--- config.mk ---
export PLATFORM = sky130hd
export DESIGN_NAME = alu_arbiter
export DESIGN_NICKNAME = d
export VERILOG_FILES = /design/src/rtl/alu_pkg.sv /design/src/rtl/alu_rr_picker.sv /design/src/rtl/alu_arbiter.sv
export SDC_FILE = /design/constraint.sdc
export NUM_CORES = 1
export LEC_CHECK = 0
export ABC_AREA = 0
export BUFFER_PORTS_ARGS = -buffer_cell sky130_fd_sc_hd__buf_2
export CAP_MARGIN = 20
export CORE_MARGIN = 2
export CORE_UTILIZATION = 25
export CTS_CLUSTER_SIZE = 12
export DETAILED_ROUTE_END_ITERATION = 6
export PLACE_DENSITY_LB_ADDON = 0.15
export RECOVER_POWER = 50
export SYNTH_ARGS = -nofsm -noshare
export SYNTH_HDL_FRONTEND = slang
export SYNTH_SLANG_ARGS = --single-unit
--- constraint.sdc ---
create_clock -name i_clk -period 4.5 [get_ports i_clk]
set_input_delay 0.225 -clock i_clk [delete_from_list [all_inputs] [get_ports i_clk]]
set_output_delay 0.225 -clock i_clk [all_outputs]
set_load 0.02 [all_outputs]
--- src/rtl/alu_pkg.sv ---
`default_nettype none
// ============================================================================
// Module   : alu_pkg
// Purpose  : Shared definitions for the ALU arbiter slice: opcode constants,
//            arbiter state encoding, default widths and the round-robin
//            priority select helper.
// Ports    : none (package)
// Revision : 1.0 - initial release
// ============================================================================
package alu_pkg;

   localparam int unsigned DATA_W_DEF = 16;   // 6Q10 fixed point
   localparam int unsigned INST_W_DEF = 4;

   localparam logic [3:0] OP_ADD   = 4'b0000;
   localparam logic [3:0] OP_SUB   = 4'b0001;
   localparam logic [3:0] OP_MUL   = 4'b0010;
   localparam logic [3:0] OP_MAC   = 4'b0011;
   localparam logic [3:0] OP_MAT   = 4'b1001;
   localparam logic [3:0] MAT_INST = OP_MAT;

   typedef enum logic [1:0] {
      ST_IDLE  = 2'd0,
      ST_ISSUE = 2'd1,
      ST_WAIT  = 2'd2,
      ST_DRAIN = 2'd3
   } state_t;

   // First valid index at or after ptr, wrapping modulo n (n <= 4).
   // Returns ptr when nothing is valid; callers qualify with |valid.
   function automatic logic [1:0] rr_pick(input logic [3:0] valid,
                                          input logic [1:0] ptr,
                                          input int unsigned n);
      logic [1:0]  pick;
      logic        found;
      int unsigned idx;
      pick  = ptr;
      found = 1'b0;
      for (int unsigned i = 0; i < 4; i++) begin
         idx = (32'(ptr) + i) % n;
         if (!found && (i < n) && valid[idx[1:0]]) begin
            pick  = idx[1:0];
            found = 1'b1;
         end
      end
      return pick;
   endfunction

endpackage : alu_pkg
`default_nettype wire

--- src/rtl/alu_rr_picker.sv ---
`default_nettype none
// ============================================================================
// Module   : alu_rr_picker
// Purpose  : Combinational round-robin select over N_REQ requesters.
// Ports    : i_valid [N_REQ]  request vector
//            i_ptr   [IDX_W]  highest-priority index
//            o_idx   [IDX_W]  selected requester
//            o_found          at least one request is valid
// Revision : 1.0 - initial release
// ============================================================================
module alu_rr_picker
   import alu_pkg::*;
#(
   parameter int unsigned N_REQ = 2,
   parameter int unsigned IDX_W = 1
) (
   input  logic [N_REQ-1:0] i_valid,
   input  logic [IDX_W-1:0] i_ptr,
   output logic [IDX_W-1:0] o_idx,
   output logic             o_found
);

   logic [3:0] w_valid4;
   logic [1:0] w_ptr2;
   logic [1:0] w_pick;

   // Widen to the helper's fixed 4-requester form; unused lanes stay 0.
   always_comb begin
      w_valid4              = '0;
      w_valid4[N_REQ-1:0]   = i_valid;
   end

   assign w_ptr2  = 2'(i_ptr);
   assign w_pick  = rr_pick(w_valid4, w_ptr2, N_REQ);
   assign o_idx   = IDX_W'(w_pick);
   assign o_found = |i_valid;

endmodule : alu_rr_picker
`default_nettype wire

--- src/rtl/alu_arbiter.sv ---
`default_nettype none
// ============================================================================
// Module   : alu_arbiter
// Purpose  : Shares one fixed-point ALU between N_REQ requesters. A granted
//            requester owns the ALU for a whole transaction (one beat, or
//            MAT_BEATS beats for a matrix op) and receives its results with
//            a last flag. A watchdog frees the ALU if a result never comes.
// Ports    : i_clk, i_rst_n (async, active-low)
//            i_req_valid/o_req_ready, i_req_inst/data_a/data_b  requesters
//            o_rsp_valid (one-hot), o_rsp_last, o_rsp_data      responses
//            o_err  watchdog pulse;  o_grant  current/last owner
//            o_alu_*  / i_alu_*                                 ALU side
// Revision : 1.0 - initial release
// ============================================================================
module alu_arbiter
   import alu_pkg::*;
#(
   parameter int unsigned N_REQ     = 2,
   parameter int unsigned INST_W    = INST_W_DEF,
   parameter int unsigned DATA_W    = DATA_W_DEF,
   parameter int unsigned MAT_BEATS = 8,
   parameter logic [INST_W-1:0] MAT_INST = INST_W'(alu_pkg::OP_MAT),
   parameter int unsigned TIMEOUT   = 64
) (
   input  logic                      i_clk,
   input  logic                      i_rst_n,
   input  logic [N_REQ-1:0]          i_req_valid,
   output logic [N_REQ-1:0]          o_req_ready,
   input  logic [N_REQ*INST_W-1:0]   i_req_inst,
   input  logic [N_REQ*DATA_W-1:0]   i_req_data_a,
   input  logic [N_REQ*DATA_W-1:0]   i_req_data_b,
   output logic [N_REQ-1:0]          o_rsp_valid,
   output logic                      o_rsp_last,
   output logic [DATA_W-1:0]         o_rsp_data,
   output logic                      o_err,
   output logic [$clog2(N_REQ)-1:0]  o_grant,
   output logic                      o_alu_in_valid,
   output logic [INST_W-1:0]         o_alu_inst,
   output logic [DATA_W-1:0]         o_alu_data_a,
   output logic [DATA_W-1:0]         o_alu_data_b,
   input  logic                      i_alu_busy,
   input  logic                      i_alu_out_valid,
   input  logic [DATA_W-1:0]         i_alu_data
);

   localparam int unsigned c_GNT_W  = $clog2(N_REQ);
   localparam int unsigned c_BEAT_W = $clog2(MAT_BEATS);
   localparam int unsigned c_WD_W   = $clog2(TIMEOUT + 1);

   state_t              r_state;
   logic [c_GNT_W-1:0]  r_grant;
   logic [c_GNT_W-1:0]  r_ptr;
   logic                r_is_mat;
   logic [c_BEAT_W-1:0] r_beat_cnt;
   logic [c_BEAT_W-1:0] r_rsp_cnt;
   logic [c_WD_W-1:0]   r_wdog;
   logic [N_REQ-1:0]    r_rsp_valid;
   logic                r_rsp_last;
   logic [DATA_W-1:0]   r_rsp_data;
   logic                r_err;

   logic [c_GNT_W-1:0]  w_pick_idx;
   logic                w_pick_found;
   logic [N_REQ-1:0]    w_own_hot;
   logic                w_issue;
   logic                w_in_valid;
   logic [INST_W-1:0]   w_beat_inst;
   logic                w_mat_beat;
   logic                w_last_beat;
   logic                w_last_rsp;
   logic [c_GNT_W-1:0]  w_ptr_next;

   alu_rr_picker #(
      .N_REQ (N_REQ),
      .IDX_W (c_GNT_W)
   ) u_picker (
      .i_valid (i_req_valid),
      .i_ptr   (r_ptr),
      .o_idx   (w_pick_idx),
      .o_found (w_pick_found)
   );

   // One-hot decode of the owner, used for ready and result steering.
   for (genvar r = 0; r < N_REQ; r++) begin : g_owner_hot
      assign w_own_hot[r] = (r_grant == c_GNT_W'(r));
   end

   assign w_issue     = (r_state == ST_ISSUE);
   assign w_beat_inst = i_req_inst[r_grant*INST_W +: INST_W];
   assign w_in_valid  = w_issue & i_req_valid[r_grant] & ~i_alu_busy;

   // The first beat decides the transaction type; later beats follow the
   // latched type even if their opcode differs.
   assign w_mat_beat  = (r_beat_cnt == '0) ? (w_beat_inst == MAT_INST) : r_is_mat;
   assign w_last_beat = (r_beat_cnt == c_BEAT_W'(MAT_BEATS - 1));
   assign w_last_rsp  = r_is_mat ? (r_rsp_cnt == c_BEAT_W'(MAT_BEATS - 1)) : 1'b1;
   assign w_ptr_next  = (r_grant == c_GNT_W'(N_REQ - 1)) ? '0 : r_grant + 1'b1;

   // ALU side is a pure mux from the owner, forced to zero outside ISSUE.
   assign o_alu_in_valid = w_in_valid;
   assign o_alu_inst     = w_issue ? w_beat_inst : '0;
   assign o_alu_data_a   = w_issue ? i_req_data_a[r_grant*DATA_W +: DATA_W] : '0;
   assign o_alu_data_b   = w_issue ? i_req_data_b[r_grant*DATA_W +: DATA_W] : '0;
   assign o_req_ready    = w_in_valid ? w_own_hot : '0;

   assign o_rsp_valid = r_rsp_valid;
   assign o_rsp_last  = r_rsp_last;
   assign o_rsp_data  = r_rsp_data;
   assign o_err       = r_err;
   assign o_grant     = r_grant;

   always_ff @(posedge i_clk or negedge i_rst_n) begin
      if (!i_rst_n) begin
         r_state     <= ST_IDLE;
         r_grant     <= '0;
         r_ptr       <= '0;
         r_is_mat    <= 1'b0;
         r_beat_cnt  <= '0;
         r_rsp_cnt   <= '0;
         r_wdog      <= '0;
         r_rsp_valid <= '0;
         r_rsp_last  <= 1'b0;
         r_rsp_data  <= '0;
         r_err       <= 1'b0;
      end else begin
         r_rsp_valid <= '0;
         r_rsp_last  <= 1'b0;
         r_err       <= 1'b0;
         case (r_state)
            ST_IDLE: begin
               if (w_pick_found) begin
                  r_grant    <= w_pick_idx;
                  r_is_mat   <= 1'b0;
                  r_beat_cnt <= '0;
                  r_rsp_cnt  <= '0;
                  r_wdog     <= '0;
                  r_state    <= ST_ISSUE;
               end
            end
            ST_ISSUE: begin
               // Results seen here are spurious and deliberately dropped.
               if (w_in_valid) begin
                  if (r_beat_cnt == '0) begin
                     r_is_mat <= w_mat_beat;
                  end
                  if (!w_mat_beat || w_last_beat) begin
                     r_beat_cnt <= '0;
                     r_state    <= ST_WAIT;
                  end else begin
                     r_beat_cnt <= r_beat_cnt + 1'b1;
                  end
               end
            end
            ST_WAIT: begin
               if (i_alu_out_valid) begin
                  r_rsp_valid <= w_own_hot;
                  r_rsp_data  <= i_alu_data;
                  r_rsp_last  <= w_last_rsp;
                  r_wdog      <= '0;
                  if (w_last_rsp) begin
                     r_state <= ST_DRAIN;
                  end else begin
                     r_rsp_cnt <= r_rsp_cnt + 1'b1;
                  end
               end else if (r_wdog == c_WD_W'(TIMEOUT - 1)) begin
                  // Remaining results are abandoned; DRAIN swallows a late one.
                  r_err   <= 1'b1;
                  r_state <= ST_DRAIN;
               end else begin
                  r_wdog <= r_wdog + 1'b1;
               end
            end
            ST_DRAIN: begin
               r_ptr   <= w_ptr_next;
               r_state <= ST_IDLE;
            end
            default: r_state <= ST_IDLE;
         endcase
      end
   end

endmodule : alu_arbiter
`default_nettype wire

# After elaboration in Yosys (flattened, before gate mapping)
# Cells that the tools add are included.
# W data, S select, Z words.
[word_totals]
input_bits = 94
elab_cells = 102
regBits = 38
[op_classes]
n_eq_ne = 16
bitwise = 4
n_shift = 3
muxes = 44
n_addsub = 5
n_reduce_logical = 16
n_lt_le_gt_ge = 3
[ops]
columns = ["op", "count"]
rows = [
  ["$shiftx A32 B6 Y16", 2],
  ["$mux W16", 2],
  ["$mux W7", 3],
  ["$mux W1", 19],
  ["$mux W2", 9],
  ["$mux W3", 5],
  ["$pmux W7 S2", 1],
  ["$pmux W3 S2", 2],
  ["$ne A3 B3 Y1 const B", 3],
  ["$ne A2 B1 Y1 const B", 4],
  ["$pmux W2 S4", 1],
  ["$reduce_and A4 Y1", 2],
  ["$shiftx A8 B4 Y4", 1],
  ["$add A7 B1 Y7 const B", 1],
  ["$eq A7 B6 Y1 const B", 1],
  ["$add A3 B1 Y3 const B", 2],
  ["$eq A3 B3 Y1 const B", 2],
  ["$lt A1 B3 Y1 const B", 2],
  ["$reduce_and A3 Y1", 2],
  ["$reduce_and A5 Y1", 1],
  ["$eq A2 B2 Y1 const B", 2],
  ["$eq A4 B4 Y1 const B", 1],
  ["$mux W4", 1],
  ["$ne A2 B2 Y1 const B", 2],
  ["other kinds (14)", 20],
]

# Depth between registers and ports, before layout
# Gate-level depths: netlist of the first run.
[logic_depth]
ltp_word = 8
depth_mapped = 7
depth_no_buf = 7

# Cells and area by module
# From an unflattened synthesis of the first run, not the netlist that was laid out.
[unflattened]
cells_unflattened = 243
area_unflattened_um2 = 2432.3
[by_module_without_submodules]
columns = ["module", "n_inst", "area_each_um2", "cells_each"]
rows = [
  ["alu_arbiter", 1, 2411.1, 240],
  ["alu_rr_picker", 1, 21.3, 3],
]

# Worst setup path after synthesis of the first run
# No wires, ideal clock.
[synth_path]
path_type = "flip-flop to flip-flop"
from = "register r_grant (netlist: o_grant)"
to = "register r_state[1]"
synth_period_minus_slack_ps = 2169
slack_ps = 2331
setup_time_ps = 125
arrival_time_ps = 2044
path_stages_with_launch = 7
path_cell_list = "dfrtp_1 buf_6 nand2b_4 or4_4 a311o_1 and3_4 mux2_4"
[synth_between]
elab_chain_len = 7
word_cells_on_any_way = 12
cone_classes = "eq/ne: 3; shift: 1; mux: 3; bitwise: 2; reduce/logical: 3"
[synth_lines]
columns = ["element", "line", "source"]
rows = [
  ["from (decl)", "alu_arbiter.sv:51", "logic [c_GNT_W-1:0] r_grant;"],
  ["from (signal assigned)", "alu_arbiter.sv:132", "r_grant <= w_pick_idx;"],
  ["$shiftx A8 B4 Y4", "alu_arbiter.sv:89", "assign w_beat_inst = i_req_inst[r_grant*INST_W +: INST_W];"],
  ["$eq A4 B4 Y1", "alu_arbiter.sv:94", "assign w_mat_beat = (r_beat_cnt == '0) ? (w_beat_inst == MAT_INST) : r_is_mat;"],
  ["$mux W1", "alu_arbiter.sv:94", ""],
  ["$logic_not A1 Y1", "alu_arbiter.sv:146", "if (!w_mat_beat || w_last_beat) begin"],
  ["$logic_or A1 B1 Y1", "alu_arbiter.sv:146", ""],
  ["$ne A2 B1 Y1 (no line)", "n/a", ""],
  ["$reduce_and A5 Y1 (no line) *", "n/a", ""],
  ["to (signal assigned)", "alu_arbiter.sv:148", "r_state <= ST_WAIT;"],
  ["to (signal assigned)", "alu_arbiter.sv:161", "r_state <= ST_DRAIN;"],
  ["to (signal assigned)", "alu_arbiter.sv:168", "r_state <= ST_DRAIN;"],
  ["to (decl)", "alu_arbiter.sv:50", "state_t r_state;"],
]
# Mark *: on every way between the ends. The rest lies on a longest branch, timed or not. The select of a mux whose other input is x is not followed.
# A chain may end at the register's enable or synchronous reset.

# Worst setup path after layout of the first run
[layout_path]
from = "register r_state[1]"
to = "register r_state[1]"
[layout_between]
elab_chain_len = 5
word_cells_on_any_way = 13
cone_classes = "eq/ne: 8; mux: 1; bitwise: 2; reduce/logical: 2"
[layout_lines]
columns = ["element", "line", "source"]
rows = [
  ["from (signal assigned)", "alu_arbiter.sv:114", "r_state <= ST_IDLE;"],
  ["from (signal assigned)", "alu_arbiter.sv:137", "r_state <= ST_ISSUE;"],
  ["from (signal assigned)", "alu_arbiter.sv:148", ""],
  ["$eq A2 B1 Y1", "alu_arbiter.sv:88, alu_arbiter.sv:129", ""],
  ["$and A1 B1 Y1 (2 in series)", "alu_arbiter.sv:90", "assign w_in_valid = w_issue & i_req_valid[r_grant] & ~i_alu_busy;"],
  ["$ne A2 B1 Y1 (no line)", "n/a", ""],
  ["$reduce_and A5 Y1 (no line)", "n/a", ""],
]
# Parallel ways exist; a longest one is shown, timed or not.

==> out/summary.txt, run 1 <==
status -> finished with violations
failing checks -> capacitance limit, slew limit
Worst Clk Skew -> 4.970 ps
Diodes inserted -> 0
largest net degree at the start of global routing -> 39
max_cap viols -> 1
Worst-path clk slew -> 80 ps
Critical-path top delay cell -> dfrtp_1
synth warn -> 0
Post-Syn Area -> 0.002392 mm²
FILL cells -> 1015
GRT Total Usage -> 13.19%
CTS Buf Count -> 5
crit path kind -> reg -> reg
P_leak -> 0.001812 µW
FF-to-FF setup slack -> 2110 ps
post-DP HPWL -> 5.436 mm
CTS H-tree lvls -> 2
Tightest Pin Transition -> 2096 ps
area grow syn2layout -> 40.38%
first-pass GRT wire length -> 10.83 mm
Via Count -> 2352
R2R depth -> 8
Core Util, Final -> 36.17%
Worst EP required -> 4670 ps
Period minus WS final -> 2393 ps
CTS sink cnt -> 38
initial antenna violation count -> 0
startpoint types -> flop
FF-to-FF Start -> r_state[1]$_DFFE_PN0P_
crit-path cells -> inv_1 > ha_1 > inv_1 > buf_4 > o22ai_1 > a22oi_1 > and3_4 > mux2_4
Vias per Instance -> 4.404
slowest stage delay, CP -> 400 ps
DP Worst Slack -> 2100 ps
Synth top area share -> 39.75%
number of synthesized register bits -> 38
cells after synthesis -> 252
dominant cells by area after synthesis -> dfrtp_1, mux2i_1, mux2_2
die height -> 101.8 µm
Slew Viols, Final -> 39
DP Area -> 0.003291 mm²
dominant synthesized flop cell -> dfrtp_1
Initial Utilization -> 25.77%
routed len/inst -> 12.72 µm
DR pass1 iterations -> 4
Final setup viols -> 0
unrepaired setup endpoints after global routing -> false
Die ar. -> 0.01037 mm²
share of flip-flops with an asynchronous set or reset -> 100.0%
Distinct cells, synth -> 38
clk_lat worst skew -> 280 ps
die extent in x -> 101.8 µm
# hold bufs at CTS -> 0
hold_sp -> i_alu_data[13]
multi-input logic area -> 0.001355 mm²
Max IR drop VDD -> 0.2987 mV
Arrival @ worst endpoint -> 2560 ps
grt total ovfl -> 0
Boundary Pins -> 154
net total in the final layout -> 509
FF/Latch Area -> 950.9 µm²
Mean Syn Cell Area -> 9.493 µm²
critical path's most frequent cell -> inv_1
Antenna Violating Nets Remaining -> 0
relative slew slack -> -39.76%
layout cells sized above 1 -> 40.49%
Hold Path Sink -> o_rsp_data[13]$_DFFE_PN0P_
Critical Path Fanout Max -> 29
Post-synth EDFFs -> 0
CTS tree -> done
Setup Buffers After CTS -> 0
final worst slack -> 2107 ps
hold crit path type -> in -> reg
Yosys top cell by area -> dfrtp_1
Core Region -> 0.009284 mm²
Hold Violations, Final -> 0
routability cong. -> 0.7928
Remaining DRCs -> 0
post-CTS sizing -> 0
Buffers on Ports -> 153
DRT iter0 DRCs -> 85
final WL -> 6.793 mm
fin area -> 0.003358 mm²
Max Buffers Root-to-Sink -> 2
Reg2Reg Capture Point -> r_state[1]$_DFFE_PN0P_
vias in the first global route -> 2292
PwrDens -> 578.2 mW/mm²
fmax -> 417.9 MHz
num rows -> 35
overall power -> 1942 µW
Final Cycle Share -> 53.17%
Worst Hold Depth -> 2
Syn Nets -> 357
setup TNS -> 0 ps
Critical Path End Type -> flop
CTS Root Cell -> clkbuf_8
Seq/Total Area, Yosys -> 39.75%
==> worst max path at each step <==
stage / startpoint / end / slack (ps) / cells after the start
final: r_state[1]$_DFFE_PN0P_ / r_state[1]$_DFFE_PN0P_ / 2110 / 8
after global routing: r_state[1]$_DFFE_PN0P_ / r_state[1]$_DFFE_PN0P_ / 1920 / 8
after CTS: r_state[1]$_DFFE_PN0P_ / r_state[1]$_DFFE_PN0P_ / 2070 / 8
after detailed placement: r_state[1]$_DFFE_PN0P_ / r_state[1]$_DFFE_PN0P_ / 2100 / 8
after global placement: r_state[1]$_DFFE_PN0P_ / r_state[1]$_DFFE_PN0P_ / 2160 / 8
after floorplan: o_grant$_DFFE_PN0P_ / r_state[1]$_DFFE_PN0P_ / 2330 / 6
==> cell usage in the layout, fill, tap and decap left out, types with 3 or more instances in the layout <==
master	count
nand3_1	3
nand2b_1	8
nand2_1	18
mux2_2	17
clkbuf_8	6
dfrtp_1	38
xor2_1	3
nor3_1	4
ha_1	11
inv_1	11
clkbuf_1	21
mux2i_1	35
o21ai_0	6
o22ai_1	4
nor2_1	48
a21oi_1	8
buf_2	132
==> through the flow <==
| step | std cells | hold slack [ps] |
|---|---|---|
| 2_1_floorplan | 252 | -70.59 |
| 3_3_place_gp | 526 | 412.1 |
| 3_5_place_dp | 526 | 404.2 |
| 4_1_cts | 534 | 90.33 |
| 5_1_grt | 534 | 150.0 |
| 6_report | 534 | 165.6 |
==> cell usage after synthesis (2+ instances only) <==
cell / n
nor2_1: 48
a21o_1: 2
nand2b_1: 8
a22oi_1: 2
inv_1: 11
mux2_2: 17
a21oi_1: 8
a31oi_1: 2
nand3_1: 3
o21ai_0: 6
mux2i_1: 35
o22ai_1: 4
nand2_1: 18
nor2b_1: 2
and2_1: 2
dfrtp_1: 38
ha_1: 11
xor2_1: 3
clkbuf_1: 8
o21ai_1: 2
or4_1: 2
nor3_1: 4
==> layer usage <==
| metal | up-vias | global-route usage, % | share of wire (%) |
|---|---|---|---|
| li1 | 1170 | - | - |
| met1 | 1114 | 16.60 | 42 |
| met2 | 56 | 22.62 | 52 |
| met3 | 12 | 2.462 | 3.8 |
| met4 | 0 | 4.718 | 2.0 |
| met5 | - | 0 | 0 |
==> critical path: cells and delay by family (launching register included) <==
family | cells | cell delay (ps)
buf+inv | 3 | 730
compound gates | 2 | 360
simple gates | 1 | 230
mux | 1 | 290
fa+ha+maj | 1 | 250
flops | 1 | 400
==> final cells by class <==
| class | instances | share of cell area (%) |
|---|---|---|
| Clock buffer | 6 | 2.459 |
| Clock inverter | 2 | 0.3726 |
| Inverter | 11 | 1.230 |
| Multi-Input combinational cell | 193 | 40.35 |
| Sequential cell | 38 | 28.32 |
| Tap cell | 129 | 4.806 |
| Timing Repair Buffer | 155 | 22.47 |
==> flip-flops by register name, summed over array words and instances (netlist names) <==
name         count
r_ptr            1
o_grant          1
o_rsp_valid      2
r_is_mat         1
r_rsp_cnt        3
o_rsp_data      16
r_wdog           7
r_beat_cnt       3
r_state          2
o_rsp_last       1
o_err            1
==> report_power, final <==
| group | leakage, µW | switching [µW] | internal, µW |
|---|---|---|---|
| Combinational | 0.00128 | 715 | 456 |
| Sequential | 0.000486 | 74.9 | 453 |
| Clock | 0.0000472 | 121 | 123 |
==> kinds of logic (layout without fill, tap and decap cells) <==
group                      after synthesis  count (layout)  share of synthesized area (%)
AOI/OAI and AO/OA                       31              31                          7.950
xor gates and xnor gates                 3               3                          1.099
adders and majority gates               11              11                          5.753
buffers and inverters                   21             174                          3.609
DFF                                     38              38                          39.75
muxes                                   53              53                          23.27
and+or+nand+nor                         95              95                          18.57
Note: power is estimated with default switching activity, not from simulation.
==> run 2: changes to the inputs <==
--- a/config.mk
+++ b/config.mk
@@ -5,7 +5,7 @@
 export SDC_FILE = /design/constraint.sdc
 export NUM_CORES = 1
 export LEC_CHECK = 0
-export ABC_AREA = 0
+export ABC_AREA = 1
 export BUFFER_PORTS_ARGS = -buffer_cell sky130_fd_sc_hd__buf_2
 export CAP_MARGIN = 20
 export CORE_MARGIN = 2
==> constraint.sdc (replaced) <==
create_clock -name i_clk -period 2.3 [get_ports i_clk]
set_input_delay 0.115 -clock i_clk [delete_from_list [all_inputs] [get_ports i_clk]]
set_output_delay 0.115 -clock i_clk [all_outputs]
set_load 0.02 [all_outputs]
==> run 2 against run 1 <==
The run now ends clean. Critical path depth down 4. Utilization up 0.45 points. Clock power rose to 2.8 times the previous value. Worst hold slack lost 110 ps. Setup slack got worse by 1900 ps. Synthesized cell count is 25% higher.
==> out/summary.txt, run 2 <==
Worst-path clk slew -> 80 ps (about the same)
P_leak -> 0.001876 µW (+3.5%)
unrepaired setup endpoints after global routing -> false
max_cap viols -> 0 (-1)
cells after synthesis -> 315 (+25%)
Critical Path Fanout Max -> 18 (-38%)
DP Worst Slack -> 299.2 ps (-1801 ps)
Antenna Violating Nets Remaining -> 0 (unchanged)
Core Region -> 0.009196 mm² (-0.94%)
Setup Buffers After CTS -> 0 (unchanged)
Via Count -> 2538 (+7.9%)
Vias per Instance -> 4.383 (-0.48%)
Boundary Pins -> 154 (unchanged)
Synth top area share -> 40.19% (+0.44 points)
final WL -> 6.949 mm (+2.3%)
Critical Path End Type -> flop
Max IR drop VDD -> 0.6410 mV (+110%)
Hold Violations, Final -> 0 (unchanged)
first-pass GRT wire length -> 10.96 mm (+1.1%)
FILL cells -> 1018 (+0.30%)
Slew Viols, Final -> 0 (-100%)
CTS H-tree lvls -> 2 (unchanged)
commonest non-fill, non-tap cell in the layout -> buf_2
hold_sp -> i_alu_data[2]
area grow syn2layout -> 42.36%
routability cong. -> 0.7924 (about the same)
Max Buffers Root-to-Sink -> 2 (unchanged)
number of synthesized register bits -> 38 (unchanged)
relative slew slack -> 36.57% (+76 points)
die height -> 101.3 µm (-0.53%)
dominant synthesized flop cell -> dfrtp_1
Buffers on Ports -> 153 (unchanged)
FF-to-FF Start -> r_state[0]$_DFFE_PN0P_
Post-Syn Area -> 0.002366 mm² (-1.1%)
Worst EP required -> 2470 ps (-2200 ps)
met3 GRT Util -> 2.622% (+0.16 points)
grt total ovfl -> 0 (unchanged)
die extent in x -> 101.3 µm (-0.53%)
CTS tree -> done
Non-Filler Instances -> 579 (+8.4%)
CTS Buf Count -> 5 (unchanged)
hold crit path type -> in -> reg
DR pass1 iterations -> 4 (unchanged)
CTS Root Cell -> clkbuf_8
Yosys top cell by area -> dfrtp_1
overall power -> 4165 µW (+110%)
Mean Syn Cell Area -> 7.511 µm² (-21%)
dominant cells by area after synthesis -> dfrtp_1, nor2_1, o21ai_0
CTS sink cnt -> 38 (unchanged)
crit path kind -> reg -> reg
Syn Nets -> 420 (+18%)
setup TNS -> 0 ps (unchanged)
commonest cells after routing, fill and taps aside -> buf_2, nor2_1, nand2_1, o21ai_0, dfrtp_1
GR Util met1 -> 15.93% (-0.67 points)
Remaining DRCs -> 0 (unchanged)
share of flip-flops with an asynchronous set or reset -> 100.0% (unchanged)
Period minus WS final -> 2060 ps (-332.4 ps)
layout cells sized above 1 -> 36.11% (-4.4 points)
GRT Total Usage -> 13.45% (+0.26 points)
fmax -> 485.4 MHz (+16%)
Initial Utilization -> 25.73% (-0.040 points)
net total in the final layout -> 572 (+12%)
DRT iter0 DRCs -> 52 (-39%)
initial antenna violation count -> 0 (unchanged)
Die ar. -> 0.01026 mm² (-1.0%)
post-DP HPWL -> 5.441 mm (about the same)
status -> finished clean
Final Cycle Share -> 89.58% (+36 points)
Post-synth EDFFs -> 0 (unchanged)
routed len/inst -> 12.00 µm (-5.7%)
Distinct cells, synth -> 25 (-34%)
startpoint types -> flop
met2 Resource Use GR -> 24.66% (+2.0 points)
Post-synth top cells -> nor2_1, nand2_1, o21ai_0, dfrtp_1, inv_1
Placed Instances -> 570 (+8.4%)
Diodes inserted -> 0 (unchanged)
synth warn -> 0 (unchanged)
Tightest Pin Transition -> 951.5 ps (-1145 ps)
largest net degree at the start of global routing -> 39 (unchanged)
Worst Clk Skew -> 5.433 ps (+0.4630 ps)
Final setup viols -> 0 (unchanged)
most numerous cell in the Yosys netlist -> nor2_1
max FFs per register -> 16 (unchanged)
PwrDens -> 1237 mW/mm² (+110%)
Top Usage Layer GRT -> met2
Seq/Total Area, Yosys -> 40.19% (+0.44 points)
num rows -> 35 (unchanged)
clk_lat worst skew -> 290 ps (about the same)
final worst slack -> 239.7 ps (-1868 ps)
beginning of the critical path -> r_state[0]$_DFFE_PN0P_
Arrival @ worst endpoint -> 2230 ps (-330 ps)
vias in the first global route -> 2351 (+2.6%)
## run 2: cell families after synthesis
family          share of synthesized area (%)
mux                                     7.615
flops                                   40.19
buf+inv                                 6.082
compound gates                          11.63
xor+xnor                                1.111
fa+ha+maj                               5.817
simple gates                            27.55
## run 2: cell type report
class	count	area [µm²]	share of cell area (%)
multi-input combinational	240	1269	37.67
clock buffer	6	82.58	2.452
tap	111	138.9	4.123
sequential	38	950.9	28.23
inverter	24	90.09	2.675
timing repair buffer	158	777.0	23.07
clock inverter	2	60.06	1.783
## run 2: worst max-delay path, stage by stage, from the launching register on
cell	delay (ps)
dfrtp_1	420
inv_1	120
ha_1	410
nand2_1	530
mux2_2	460
## run 2: metrics by stage
step,util (%),hold slack (ps),cell area (µm²)
detailed placement,35.31,292.9,3247
global placement,35.31,300.4,3247
global route,36.63,32.73,3368
CTS,36.97,39.20,3400
finish,36.63,51.63,3368
floorplan,-,-180.6,2366
## run 2: path summary, 6_finish.rpt
path                                         endpoint  slack [ps]  depth (start not counted)
min                         o_rsp_data[2]$_DFFE_PN0P_          50                          2
max in group asynchronous       r_wdog[2]$_DFFE_PN0P_        1200                          2
min reg2reg                     r_wdog[6]$_DFFE_PN0P_         510                          2
max                        o_rsp_data[13]$_DFFE_PN0P_         240                          4
min in group asynchronous   r_beat_cnt[0]$_DFFE_PN0P_         500                          2
max reg2reg                o_rsp_data[13]$_DFFE_PN0P_         240                          4
## run 2: per-layer routing
| layer | vias to the layer above | part of all wire [%] |
|---|---|---|
| li1 | 1312 | - |
| met1 | 1112 | 42 |
| met2 | 108 | 49 |
| met3 | 6 | 7.7 |
| met4 | 0 | 1.1 |
| met5 | - | 0 |
## run 2: timing repair
action | 4_1_cts | 5_1_grt
resized for setup | 0 | 0
hold endpoints to repair | 38 | 0
hold buffers | 1 | 0
## run 2: report_power, final
group / switching, µW / total [µW] / internal [µW]
registers: 127 / 1020 / 898
clock network: 231 / 694 / 463
logic: 1640 / 2450 / 807
total: 2000 / 4170 / 2170
==> run 3: changes to the inputs <==
--- a/config.mk
+++ b/config.mk
@@ -8,8 +8,10 @@
 export ABC_AREA = 1
 export BUFFER_PORTS_ARGS = -buffer_cell sky130_fd_sc_hd__buf_2
 export CAP_MARGIN = 20
+export CELL_PAD_IN_SITES_DETAIL_PLACEMENT = 2
+export CELL_PAD_IN_SITES_GLOBAL_PLACEMENT = 2
 export CORE_MARGIN = 2
-export CORE_UTILIZATION = 25
+export CORE_UTILIZATION = 21
 export CTS_CLUSTER_SIZE = 12
 export DETAILED_ROUTE_END_ITERATION = 6
 export PLACE_DENSITY_LB_ADDON = 0.15
==> run 3 against run 2 <==
The run now ends with capacitance limit, slew limit left. Clock-buffer cell count unchanged. Utilization decreased by 5.4 points. First-iteration DRC count increased by 71%. Highest routed layer is now met5. Critical path type is now reg -> out. Non-clock buffer count decreased by 1. Clock skew about the same. Power increased by 4.7%. Global-route usage increased by 1.2 points.
==> out/summary.txt, run 3 (same netlist as run 2, synthesis figures left out) <==
Remaining DRCs -> 0 (unchanged)
status -> finished with violations
Tightest Pin Transition -> 2146 ps (+1194 ps)
Final setup viols -> 0 (unchanged)
largest net degree at the start of global routing -> 39 (unchanged)
DP Area -> 0.003283 mm² (+1.1%)
Non-Filler Instances -> 606 (+4.7%)
Setup Buffers After CTS -> 0 (unchanged)
Critical-path top delay cell -> clkbuf_1
clk_lat worst skew -> 280 ps (about the same)
grt total ovfl -> 0 (unchanged)
die height -> 110.1 µm (+8.7%)
Boundary Pins -> 154 (unchanged)
worst setup path endpoint -> o_alu_data_b[13]
commonest cells after routing, fill and taps aside -> buf_2, nor2_1, nand2_1, o21ai_0, dfrtp_1
Max Buffers Root-to-Sink -> 2 (unchanged)
Worst EP required -> 2180 ps (-290 ps)
CTS Root Cell -> clkbuf_16
relative slew slack -> -43.04% (-80 points)
Worst Clk Skew -> 5.436 ps (+0.003080 ps)
Core Util, Final -> 31.24% (-5.4 points)
Final Cycle Share -> 85.85% (-3.7 points)
Antenna Violating Nets Remaining -> 0 (unchanged)
FILL cells -> 1318 (+29%)
hold crit path type -> in -> reg
die extent in x -> 110.1 µm (+8.7%)
Via Count -> 2666 (+5.0%)
Critical Path Fanout Max -> 20 (+2)
net total in the final layout -> 571 (-0.17%)
initial antenna violation count -> 1 (+1)
vias in the first global route -> 2833 (+21%)
Slew Viols, Final -> 39 (+39)
Max IR drop VDD -> 0.5714 mV (-11%)
fmax -> 506.5 MHz (+4.3%)
area grow syn2layout -> 44.37%
crit-path cells -> clkbuf_1 > o21ai_0 > nor2_1 > buf_2
Worst-path clk slew -> 60 ps (-20 ps)
final WL -> 9.203 mm (+32%)
Vias per Instance -> 4.399 (+0.36%)
hold slack -> 62.77 ps (+11.13 ps)
Reg2Reg Capture Point -> r_wdog[3]$_DFFE_PN0P_
CTS tree -> done
Core Region -> 0.01094 mm² (+19%)
CTS sink cnt -> 38 (unchanged)
slowest stage delay, CP -> 580 ps (+50 ps)
FF-to-FF Start -> r_state[0]$_DFFE_PN0P_
startpoint types -> flop
Initial Utilization -> 21.64% (-4.1 points)
Period minus WS final -> 1974 ps (-85.83 ps)
# hold bufs at CTS -> 0 (-1)
DR pass1 iterations -> 2 (-2)
first-pass GRT wire length -> 14.01 mm (+28%)
GRT Total Usage -> 14.65% (+1.2 points)
setup TNS -> 0 ps (unchanged)
Diodes inserted -> 0 (unchanged)
post-CTS sizing -> 0 (unchanged)
DRT iter0 DRCs -> 89 (+71%)
CTS Buf Count -> 5 (unchanged)
routed len/inst -> 15.19 µm (+27%)
unrepaired setup endpoints after global routing -> false
crit path kind -> reg -> out
Die ar. -> 0.01213 mm² (+18%)
Hold Violations, Final -> 0 (unchanged)
layout cells sized above 1 -> 35.62% (-0.49 points)
P_leak -> 0.001866 µW (-0.51%)
commonest non-fill, non-tap cell in the layout -> buf_2
num rows -> 38 (+8.6%)
beginning of the critical path -> o_grant$_DFFE_PN0P_
Placed Instances -> 599 (+5.1%)
PwrDens -> 1276 mW/mm² (+3.2%)
max FFs per register -> 16 (unchanged)
Critical Path End Type -> output port
CTS H-tree lvls -> 2 (unchanged)
Buffers on Ports -> 153 (unchanged)
post-DP HPWL -> 7.303 mm (+34%)
R2R depth -> 10 (+6)
Arrival @ worst endpoint -> 1860 ps (-370 ps)
FF-to-FF setup slack -> 350 ps (+110 ps)
failing checks -> capacitance limit, slew limit
routability cong. -> 0.7607 (-4.0%)
max_cap viols -> 1 (+1)
fin area -> 0.003416 mm² (+1.4%)
-- run 3: layout make-up --
| type | instances | area (µm²) | area share [%] |
|---|---|---|---|
| sequential | 38 | 950.9 | 27.84 |
| inverter | 24 | 90.09 | 2.637 |
| multi-input combinational | 240 | 1271 | 37.22 |
| clock buffer | 6 | 138.9 | 4.066 |
| clock inverter | 1 | 30.03 | 0.8791 |
| timing repair buffer | 157 | 759.5 | 22.23 |
| tap | 140 | 175.2 | 5.128 |
-- run 3: power breakdown --
part           internal, µW  total [µW]  switching [µW]
Clock                   535         798             263
Combinational           802        2530            1730
Sequential              900        1030             129
-- run 3: per-layer routing --
layer	wire length [µm]	global-route usage, %	vias up
li1	-	-	1312
met1	3654	16.29	1242
met2	4521	27.39	102
met3	933	4.174	8
met4	79	3.482	2
met5	13	0	-
-- run 3: worst min-delay path by stage --
stage             startpoint                   endpoint  slack, ps  cells past startpoint
3_3_place_gp         i_rst_n      r_wdog[5]$_DFFE_PN0P_        300                      1
6_report       i_alu_data[7]  o_rsp_data[7]$_DFFE_PN0P_         60                      2
5_1_grt        i_alu_data[4]  o_rsp_data[4]$_DFFE_PN0P_         60                      2
2_1_floorplan        i_rst_n            o_err$_DFF_PN0_       -180                      0
4_1_cts              i_rst_n       o_rsp_last$_DFF_PN0_          1                      1
3_5_place_dp         i_rst_n      r_wdog[5]$_DFFE_PN0P_        300                      1
-- run 3: worst max-delay path, delay by kind of cell (launching register included) --
kind	cells	cell delay [ps]
and+or+nand+nor	1	120
DFF	1	430
AOI/OAI and AO/OA	1	270
buffers and inverters	2	750
-- run 3: metrics by stage --
stage	setup slack, ps	total power [µW]
2_1_floorplan	657.3	2769
3_3_place_gp	369.5	3610
3_5_place_dp	210.6	3697
4_1_cts	152.1	4528
5_1_grt	46.30	4773
6_report	325.5	4359
